===== config.mk =====
export PLATFORM = sky130hd
export DESIGN_NAME = fetch_queue_flat
export DESIGN_NICKNAME = d
export VERILOG_FILES = /design/src/rtl/fetch_queue_if.sv /design/src/rtl/fetch_queue.sv /design/src/flat_wrapper.sv
export SDC_FILE = /design/constraint.sdc
export NUM_CORES = 1
export LEC_CHECK = 0
export CELL_PAD_IN_SITES_DETAIL_PLACEMENT = 1
export CELL_PAD_IN_SITES_GLOBAL_PLACEMENT = 1
export CORE_UTILIZATION = 40
export DETAILED_ROUTE_END_ITERATION = 7
export PLACE_DENSITY = 0.77
export SLEW_MARGIN = 40
export SYNTH_ARGS = -nofsm -noshare
export SYNTH_HDL_FRONTEND = slang
export SYNTH_SLANG_ARGS = --single-unit

===== constraint.sdc =====
create_clock -name clk -period 6.1 [get_ports clk]
set_input_delay 1.22 -clock clk [delete_from_list [all_inputs] [get_ports clk]]
set_output_delay 1.22 -clock clk [all_outputs]
set_load 0.05 [all_outputs]

===== src/rtl/fetch_queue_if.sv =====
// Fetch queue bus bundle: program-memory req/ack port, branch redirect and
// the opcode valid/ready port toward decode.
interface fetch_queue_if #(
   parameter int ADDR_W = 8,
   parameter int DEPTH  = 4
);
   localparam int CNT_W = $clog2(DEPTH) + 1;

   logic              mem_req;
   logic [ADDR_W-1:0] mem_addr;
   logic [15:0]       mem_rdata;
   logic              mem_ack;
   logic              br_taken;
   logic [ADDR_W-1:0] br_target;
   logic              op_ready;
   logic              op_valid;
   logic [15:0]       opCode;
   logic [ADDR_W-1:0] op_pc;
   logic [CNT_W-1:0]  count;

   modport master (
      output mem_req, mem_addr, op_valid, opCode, op_pc, count,
      input  mem_rdata, mem_ack, br_taken, br_target, op_ready
   );

   modport slave (
      input  mem_req, mem_addr, op_valid, opCode, op_pc, count,
      output mem_rdata, mem_ack, br_taken, br_target, op_ready
   );
endinterface


===== src/rtl/fetch_queue.sv =====
// Instruction prefetch: owns the PC, fetches opcodes over req/ack into a small
// FIFO and presents them to decode; a taken branch flushes and redirects.
module fetch_queue #(
   parameter int              ADDR_W   = 8,
   parameter int              DEPTH    = 4,
   parameter logic [ADDR_W-1:0] RESET_PC = '0
) (
   input logic           clk,
   input logic           rst,
   fetch_queue_if.master bus
);
   localparam int PTR_W = $clog2(DEPTH);
   localparam int CNT_W = PTR_W + 1;
   localparam logic [CNT_W-1:0] DEPTH_C = CNT_W'(DEPTH);

   typedef struct packed {
      logic [15:0]       op;
      logic [ADDR_W-1:0] pc;
   } entry_t;

   typedef enum logic [1:0] {IDLE, REQ, DRAIN} state_t;

   state_t              state, state_nx;
   logic [ADDR_W-1:0]   pc, pc_nx, addr_q, addr_nx, held_pc;
   entry_t [DEPTH-1:0]  fifo_mem;
   logic [PTR_W-1:0]    rd_ptr, wr_ptr;
   logic [CNT_W-1:0]    cnt, cnt_pop, cnt_push;
   logic                flush, push, pop, op_valid_w;
   logic [ADDR_W-1:0]   op_pc_w;

   // A branch flushes the queue and overrides any same-cycle push or pop.
   assign flush      = bus.br_taken;
   assign op_valid_w = (cnt != '0);
   assign pop        = op_valid_w && bus.op_ready && !flush;
   assign push       = (state == REQ) && bus.mem_ack && !flush;
   assign cnt_pop    = cnt - CNT_W'(pop);
   assign cnt_push   = cnt_pop + CNT_W'(push);

   always_comb begin
      state_nx = state;
      pc_nx    = pc;
      case (state)
         IDLE: begin
            if (flush) begin
               pc_nx    = bus.br_target;
               state_nx = REQ;
            end else if (cnt_pop < DEPTH_C) begin
               state_nx = REQ;
            end
         end
         REQ: begin
            if (flush) begin
               pc_nx    = bus.br_target;
               state_nx = bus.mem_ack ? REQ : DRAIN;
            end else if (bus.mem_ack) begin
               pc_nx    = pc + ADDR_W'(1);
               state_nx = (cnt_push < DEPTH_C) ? REQ : IDLE;
            end
         end
         DRAIN: begin
            if (flush)       pc_nx    = bus.br_target;
            if (bus.mem_ack) state_nx = REQ;
         end
         default: state_nx = IDLE;
      endcase
      // The abandoned request keeps its address on the bus until it is acked.
      addr_nx = (state_nx == DRAIN) ? addr_q : pc_nx;
   end

   always_ff @(posedge clk or posedge rst) begin
      if (rst) begin
         state    <= IDLE;
         pc       <= RESET_PC;
         addr_q   <= RESET_PC;
         held_pc  <= '0;
         rd_ptr   <= '0;
         wr_ptr   <= '0;
         cnt      <= '0;
         fifo_mem <= '0;
      end else begin
         state   <= state_nx;
         pc      <= pc_nx;
         addr_q  <= addr_nx;
         held_pc <= op_pc_w;
         if (flush) begin
            rd_ptr <= '0;
            wr_ptr <= '0;
            cnt    <= '0;
         end else begin
            if (push) begin
               fifo_mem[wr_ptr] <= {bus.mem_rdata, addr_q};
               wr_ptr           <= wr_ptr + 1'b1;
            end
            if (pop) rd_ptr <= rd_ptr + 1'b1;
            cnt <= cnt_push;
         end
      end
   end

   assign op_pc_w      = op_valid_w ? fifo_mem[rd_ptr].pc : held_pc;
   assign bus.mem_req  = (state != IDLE);
   assign bus.mem_addr = addr_q;
   assign bus.op_valid = op_valid_w;
   assign bus.opCode   = op_valid_w ? fifo_mem[rd_ptr].op : 16'h0000;
   assign bus.op_pc    = op_pc_w;
   assign bus.count    = cnt;
endmodule


===== src/flat_wrapper.sv =====
// flat-port wrapper written by rule: the top's interface ports become plain ports
module fetch_queue_flat 
#(
   parameter int              ADDR_W   = 8,
   parameter int              DEPTH    = 4,
   parameter logic [ADDR_W-1:0] RESET_PC = '0
)
  (clk, rst, bus_mem_req, bus_mem_addr, bus_op_valid, bus_opCode, bus_op_pc, bus_count, bus_mem_rdata, bus_mem_ack, bus_br_taken, bus_br_target, bus_op_ready);
  fetch_queue_if #(.ADDR_W(ADDR_W), .DEPTH(DEPTH)) bus_i ();
  input logic clk;
  input logic rst;
  output wire logic [$bits(bus_i.mem_req)-1:0] bus_mem_req;
  output wire logic [$bits(bus_i.mem_addr)-1:0] bus_mem_addr;
  output wire logic [$bits(bus_i.op_valid)-1:0] bus_op_valid;
  output wire logic [$bits(bus_i.opCode)-1:0] bus_opCode;
  output wire logic [$bits(bus_i.op_pc)-1:0] bus_op_pc;
  output wire logic [$bits(bus_i.count)-1:0] bus_count;
  input wire logic [$bits(bus_i.mem_rdata)-1:0] bus_mem_rdata;
  input wire logic [$bits(bus_i.mem_ack)-1:0] bus_mem_ack;
  input wire logic [$bits(bus_i.br_taken)-1:0] bus_br_taken;
  input wire logic [$bits(bus_i.br_target)-1:0] bus_br_target;
  input wire logic [$bits(bus_i.op_ready)-1:0] bus_op_ready;
  assign bus_mem_req = bus_i.mem_req;
  assign bus_mem_addr = bus_i.mem_addr;
  assign bus_op_valid = bus_i.op_valid;
  assign bus_opCode = bus_i.opCode;
  assign bus_op_pc = bus_i.op_pc;
  assign bus_count = bus_i.count;
  assign bus_i.mem_rdata = bus_mem_rdata;
  assign bus_i.mem_ack = bus_mem_ack;
  assign bus_i.br_taken = bus_br_taken;
  assign bus_i.br_target = bus_br_target;
  assign bus_i.op_ready = bus_op_ready;
  fetch_queue #(.ADDR_W(ADDR_W), .DEPTH(DEPTH), .RESET_PC(RESET_PC)) u_core (.clk(clk), .rst(rst), .bus(bus_i));
endmodule

==> results of run 1 <==
cell usage in the layout (no fill, tap or decap), types with 7 or more instances in the layout:
cell,instances
mux2_4,80
mux4_2,24
dfrtp_1,127
mux2_2,31
clkbuf_16,17
nand2_1,7
nor2_1,13
and2_1,16
inv_1,9
clkdlybuf4s50_1,64
ha_1,9
critical path, cell delays in order, from the launching register on:
cell,delay (ns)
dfrtp_2,0.68
buf_4,0.31
mux4_2,0.51
and2_1,0.16
clkdlybuf4s50_1,0.69
per-layer routing:
metal,global-route usage,vias up,wire length (µm)
li1,-,1602,-
met1,0.2471,1957,6185
met2,0.3091,82,7132
met3,0.05244,17,591
met4,0.07266,0,210
met5,0,-,0
cell usage after synthesis, types with 2 or more instances:
cell      count
inv_1        10
o22ai_1       5
nand2_8       4
o21ai_0       5
nand2_1       7
xor2_1        5
buf_6         3
or3_1         2
mux2i_1       3
buf_4         4
nor4_1        2
buf_2         7
nand2b_1      2
mux4_2       24
xnor2_1       2
nand3_1       3
mux2_4       80
a21oi_1       6
nand4b_1      2
and2_1       16
nor2b_1       4
nor2_1       13
buf_12        9
dfrtp_1     129
ha_1          9
mux2_2       31
nand3b_1      2
logic make-up after synthesis:
logic type                 count (synthesis)  synth area share
buffers and inverters                     35           0.05021
adders and majority gates                  9           0.01745
AOI/OAI and AO/OA                         27           0.02889
DFF                                      129            0.5002
xor gates and xnor gates                   7          0.009500
and+or+nand+nor                           64           0.06514
muxes                                    138            0.3286
state kept, by name, summed over array words and instances (netlist names):
| name | count |
|---|---|
| u_core.rd_ptr | 2 |
| u_core.state | 2 |
| u_core.bus.count | 3 |
| u_core.fifo_mem | 96 |
| u_core.held_pc | 8 |
| u_core.bus.mem_addr | 8 |
| u_core.pc | 8 |
| u_core.wr_ptr | 2 |
power groups by stage:
stage          clock, mW  combinational (mW)  sequential [mW]
2_1_floorplan          0                1.42             1.46
6_report           0.912                1.90             1.49
5_1_grt            0.967                2.02             1.54
3_5_place_dp           0                1.91             1.49
4_1_cts            0.935                1.92             1.49
3_3_place_gp           0                1.87             1.47
cell type report:
type / instances / area [µm²]
tap: 216 / 270.3
sequential: 129 / 3231
clock inverter: 6 / 32.53
inverter: 11 / 46.29
fill: 1534 / 8178
timing repair buffer: 68 / 671.9
clock buffer: 24 / 491.7
multi-input combinational: 245 / 2907
stage by stage:
stage	std cells	utilization
after floorplan	409	-
after global routing	699	0.4833
final	699	0.4833
after detailed placement	669	0.4501
after global placement	669	0.4496
after CTS	699	0.4832
final timing paths:
kind | slack, ns | start | endpoint | depth (start not counted)
worst min-delay path | 0.50 | u_core.held_pc[6] | u_core.held_pc[6] | 1
min in group asynchronous | 1.28 | rst | u_core.fifo_mem[18] | 2
worst max register to register | 3.34 | u_core.bus.count[0] | u_core.state[0] | 10
worst max-delay path | 2.09 | u_core.rd_ptr[0] | bus_opCode[13] | 4
max in group asynchronous | 3.78 | rst | u_core.rd_ptr[0] | 3
worst min register to register | 0.50 | u_core.held_pc[6] | u_core.held_pc[6] | 1
==> flow_summary.ini, run 1 <==
[worst_setup_path]
arrival_ns = 2.79
crit_fanout = 16
crit_path_start_kind = flop
critPathCaptureType = primary output
worstSetupPathType = reg2out
cp_data_required_time_ns = 4.88

[logic_synthesis]
yosysSeqAreaShare = 0.5002
yosys-top-cells-area = dfrtp_1 (50%), mux2_4 (19%), mux4_2 (8.4%)
synth_top_area_frac = 0.5002
async_flop_share = 1.000
syn_area_per_cell_um2 = 15.78
yosysUniqueCellTypes = 47
syn_area_um2 = 6454
ys_warn_count = 0
synthesis.nets = 447
synth_cells = 409
synth_top_cell_by_area = dfrtp_1
ys_seq_elements = 129
synth_edf_count = 0
synthFlopType = dfrtp_1

[clocking]
numClockSinks = 129
clk_pin_slew_worst_paths_ns = 0.05
clockBufferDepth = 2
post_cts_buffers = 0
clkLatencyLatePin_ns = 0.42
cts_tree = done
htreeDepth = 4
root_buffer = clkbuf_16
cts_made_buffers = 17
post_cts_resized = 0
cts_hold_buf = 0

[drt]
dr_total_vias = 3658
drt-vias-per-instance = 5.233
drtIter0Drc = 175
drc = 0
wirelength_mm = 14.12
ant_nets = 0
detail_route.wl_per_cell_um = 20.20
dr.pass1.iters = 4

[placement]
place.gp.congestion = 0.7361
io_buffers = 65
placed_area_um2 = 7124
place_hpwl_mm = 8.823
dpl_worst_slack_ns = 2.229

[pwr]
clkPwrFrac = 0.212
pwr-share-comb = 0.442
seq_power_share = 0.346
power_leakage_nw = 3.545
ir_worst_vdd_uv = 240.6
switching_share = 0.3769
p_int_mw = 2.679
p_switching_mw = 1.620
power_density_nw_per_um2 = 562.0
power.total_mw = 4.299

[floorplanning]
coreArea_um2 = 15830
die_w_um = 129.0
ios = 66
fp.dieH_um = 129.0
die_area_um2 = 16650
rows = 46
start_util = 0.4077

[cells_and_area]
finish.instance_area_um2 = 7650
diodes = 0
layout.nets = 510
syn_to_final_growth_pct = 18.53
drive_above_1_share = 0.3768

[run]
drv_cap = 0

[sta]
hold_slack_ns = 0.4980
rsz0062_at_grt = false
maxSlewHeadroom = 0.5744
fin_ws_ns = 2.093
worstMarginPinSlew_ns = 0.6384
finalHoldViolCount = 0
period_needed_ns = 4.007
totalNegativeSetupSlack_ns = 0
clock_skew_ns = 0.005504
fin_crit_sh = 0.6569
fmax_ghz = 0.2496
slew_violations = 0
setup_viol = 0

[status]
outcome = complete, no violations

[worst_hold_path]
min_path_type = reg2reg

[grt]
grtUsageTotal = 0.1915
grt_max_degree = 71
antenna_found_initial = 0
grt_remaining_overflow = 0
grt_pass1_vias = 4178
grt_pass1_wl_mm = 23.38
Note: power is estimated with default switching activity, not from simulation.
==> run 2, diff against run 1 <==
--- a/config.mk
+++ b/config.mk
@@ -9,7 +9,7 @@
 export CELL_PAD_IN_SITES_GLOBAL_PLACEMENT = 1
 export CORE_UTILIZATION = 40
 export DETAILED_ROUTE_END_ITERATION = 7
-export PLACE_DENSITY = 0.77
+export PLACE_DENSITY = 0.8
 export SLEW_MARGIN = 40
 export SYNTH_ARGS = -nofsm -noshare
 export SYNTH_HDL_FRONTEND = slang
==> constraint.sdc (replaced) <==
create_clock -name clk -period 3.3 [get_ports clk]
set_input_delay 0.66 -clock clk [delete_from_list [all_inputs] [get_ports clk]]
set_output_delay 0.66 -clock clk [all_outputs]
set_load 0.05 [all_outputs]
==> flow_summary.ini, run 2 (synthesized netlist as in run 1, its figures left out) <==
[clocking]
clkLatencyLatePin_ns = 0.42
post_cts_resized = 0
cts_hold_buf = 0
clk_pin_slew_worst_paths_ns = 0.05
cts_tree = done
root_buffer = clkbuf_16
numClockSinks = 129
cts_made_buffers = 17
clockBufferDepth = 2
post_cts_buffers = 0
htreeDepth = 4

[floorplanning]
ios = 66
die_w_um = 129.0
rows = 46
coreArea_um2 = 15830
die_area_um2 = 16650
fp.dieH_um = 129.0
start_util = 0.4077

[worst_setup_path]
cp_data_required_time_ns = 2.64
slowest_delay_ns = 0.80
cp_slowest_cell = clkdlybuf4s50_1
worstSetupPathType = reg2out
crit_chain = inv_1, nand2_1, clkdlybuf4s50_1
arrival_ns = 2.16
critPathCaptureType = primary output
crit_fanout = 14
crit_path_start_kind = flop

[cells_and_area]
diodes = 0
multi_input_area_um2 = 2902
layout_common_cells = dfrtp_1 (129), mux2_4 (80), clkdlybuf4s50_1 (41)
largest_reg_flops = 96
syn_to_final_growth_pct = 19.04
finalNonFillerCells = 705
final_core_util = 0.4854
layout.nets = 516
regArea_um2 = 3228
final_common_cell = dfrtp_1
largest-register = u_core.fifo_mem
nFillCells = 1559
drive_above_1_share = 0.4192

[drt]
drtIter0Drc = 115
ant_nets = 0
dr_total_vias = 3675
wirelength_mm = 14.56
detail_route.wl_per_cell_um = 20.65
dr.pass1.iters = 6
drc = 0
drt-vias-per-instance = 5.213

[grt]
grtUsageTotal = 0.1940
antenna_found_initial = 0
grt_remaining_overflow = 0
grt_pass1_wl_mm = 23.80
grt_max_degree = 55
grt_pass1_vias = 4229

[sta]
totalNegativeSetupSlack_ns = 0
slew_violations = 0
fin_crit_sh = 0.8537
finalHoldViolCount = 0
period_needed_ns = 2.817
worstMarginPinSlew_ns = 0.6701
fmax_ghz = 0.3550
clock_skew_ns = 0.01190
rsz0062_at_grt = false
maxSlewHeadroom = 0.5523
setup_viol = 0

[placement]
place.gp.congestion = 0.8445
place_inst = 675
place_hpwl_mm = 9.459
io_buffers = 65

[pwr]
ir_worst_vdd_uv = 705.3
power_leakage_nw = 3.629
power_density_nw_per_um2 = 1050

[status]
outcome = complete, no violations

[run]
drv_cap = 0

[worst_hold_path]
min_path_type = reg2reg
-- run 2: cell types whose count changed in the layout (fill, tap and decap cells not counted), sizes merged --
cell,before,now
clkdlybuf4s50,64,41
inv,11,10
clkinvlp,1,2
clkinv,5,3
buf,4,33
bufinv,0,2
-- run 2: final cells by class --
type	instances	share of cell area
Clock inverter	6	0.01075
Multi-Input combinational cell	245	0.3777
Clock buffer	24	0.06140
Timing Repair Buffer	74	0.08893
Tap cell	216	0.03518
Sequential cell	129	0.4202
Inverter	11	0.005863
-- run 2: per-layer routing --
layer  vias to the layer above  wire length, µm  GRT usage
li1                       1621                -          -
met1                      1972             6558     0.2482
met2                        73             7411     0.3240
met3                         9              469    0.04583
met4                         0              116    0.06713
met5                         -                0          0
-- run 2: path summary, 6_finish.rpt --
path	start	end	slack [ns]	depth (start not counted)
min in group asynchronous	rst	u_core.fifo_mem[17]	0.69	2
setup / recovery	u_core.state[0]	bus_mem_req	0.48	3
setup reg to reg	u_core.bus.count[0]	u_core.state[0]	0.94	11
hold reg to reg	u_core.held_pc[2]	u_core.held_pc[2]	0.50	1
max in group asynchronous	rst	u_core.rd_ptr[0]	1.91	3
hold / removal	u_core.held_pc[2]	u_core.held_pc[2]	0.50	1
-- run 2: per-stage QoR --
| stage | cell area (µm²) | power (mW) | worst slack, ns | hold slack [ns] |
|---|---|---|---|---|
| floorplan | 6457 | 5.315 | 0.5617 | 0.4738 |
| global placement | 7128 | 6.148 | 0.6112 | 0.4811 |
| detailed placement | 7128 | 6.307 | 0.5271 | 0.4906 |
| CTS | 7682 | 8.154 | 0.4564 | 0.5037 |
| global route | 7682 | 8.453 | 0.4125 | 0.5144 |
| finish | 7682 | 8.065 | 0.4828 | 0.4989 |
-- run 2: critical path: cells and delay by family, from the launching register on --
| kind | cells | cell delay (ns) |
|---|---|---|
| buffers and inverters | 2 | 0.97 |
| DFF | 1 | 0.66 |
| and+or+nand+nor | 1 | 0.10 |
-- run 2: where the power goes --
part / total, mW / switching [mW] / internal, mW
logic: 3.59 / 1.91 / 1.67
registers: 2.69 / 0.481 / 2.21
clock network: 1.79 / 0.648 / 1.14
total: 8.07 / 3.04 / 5.02
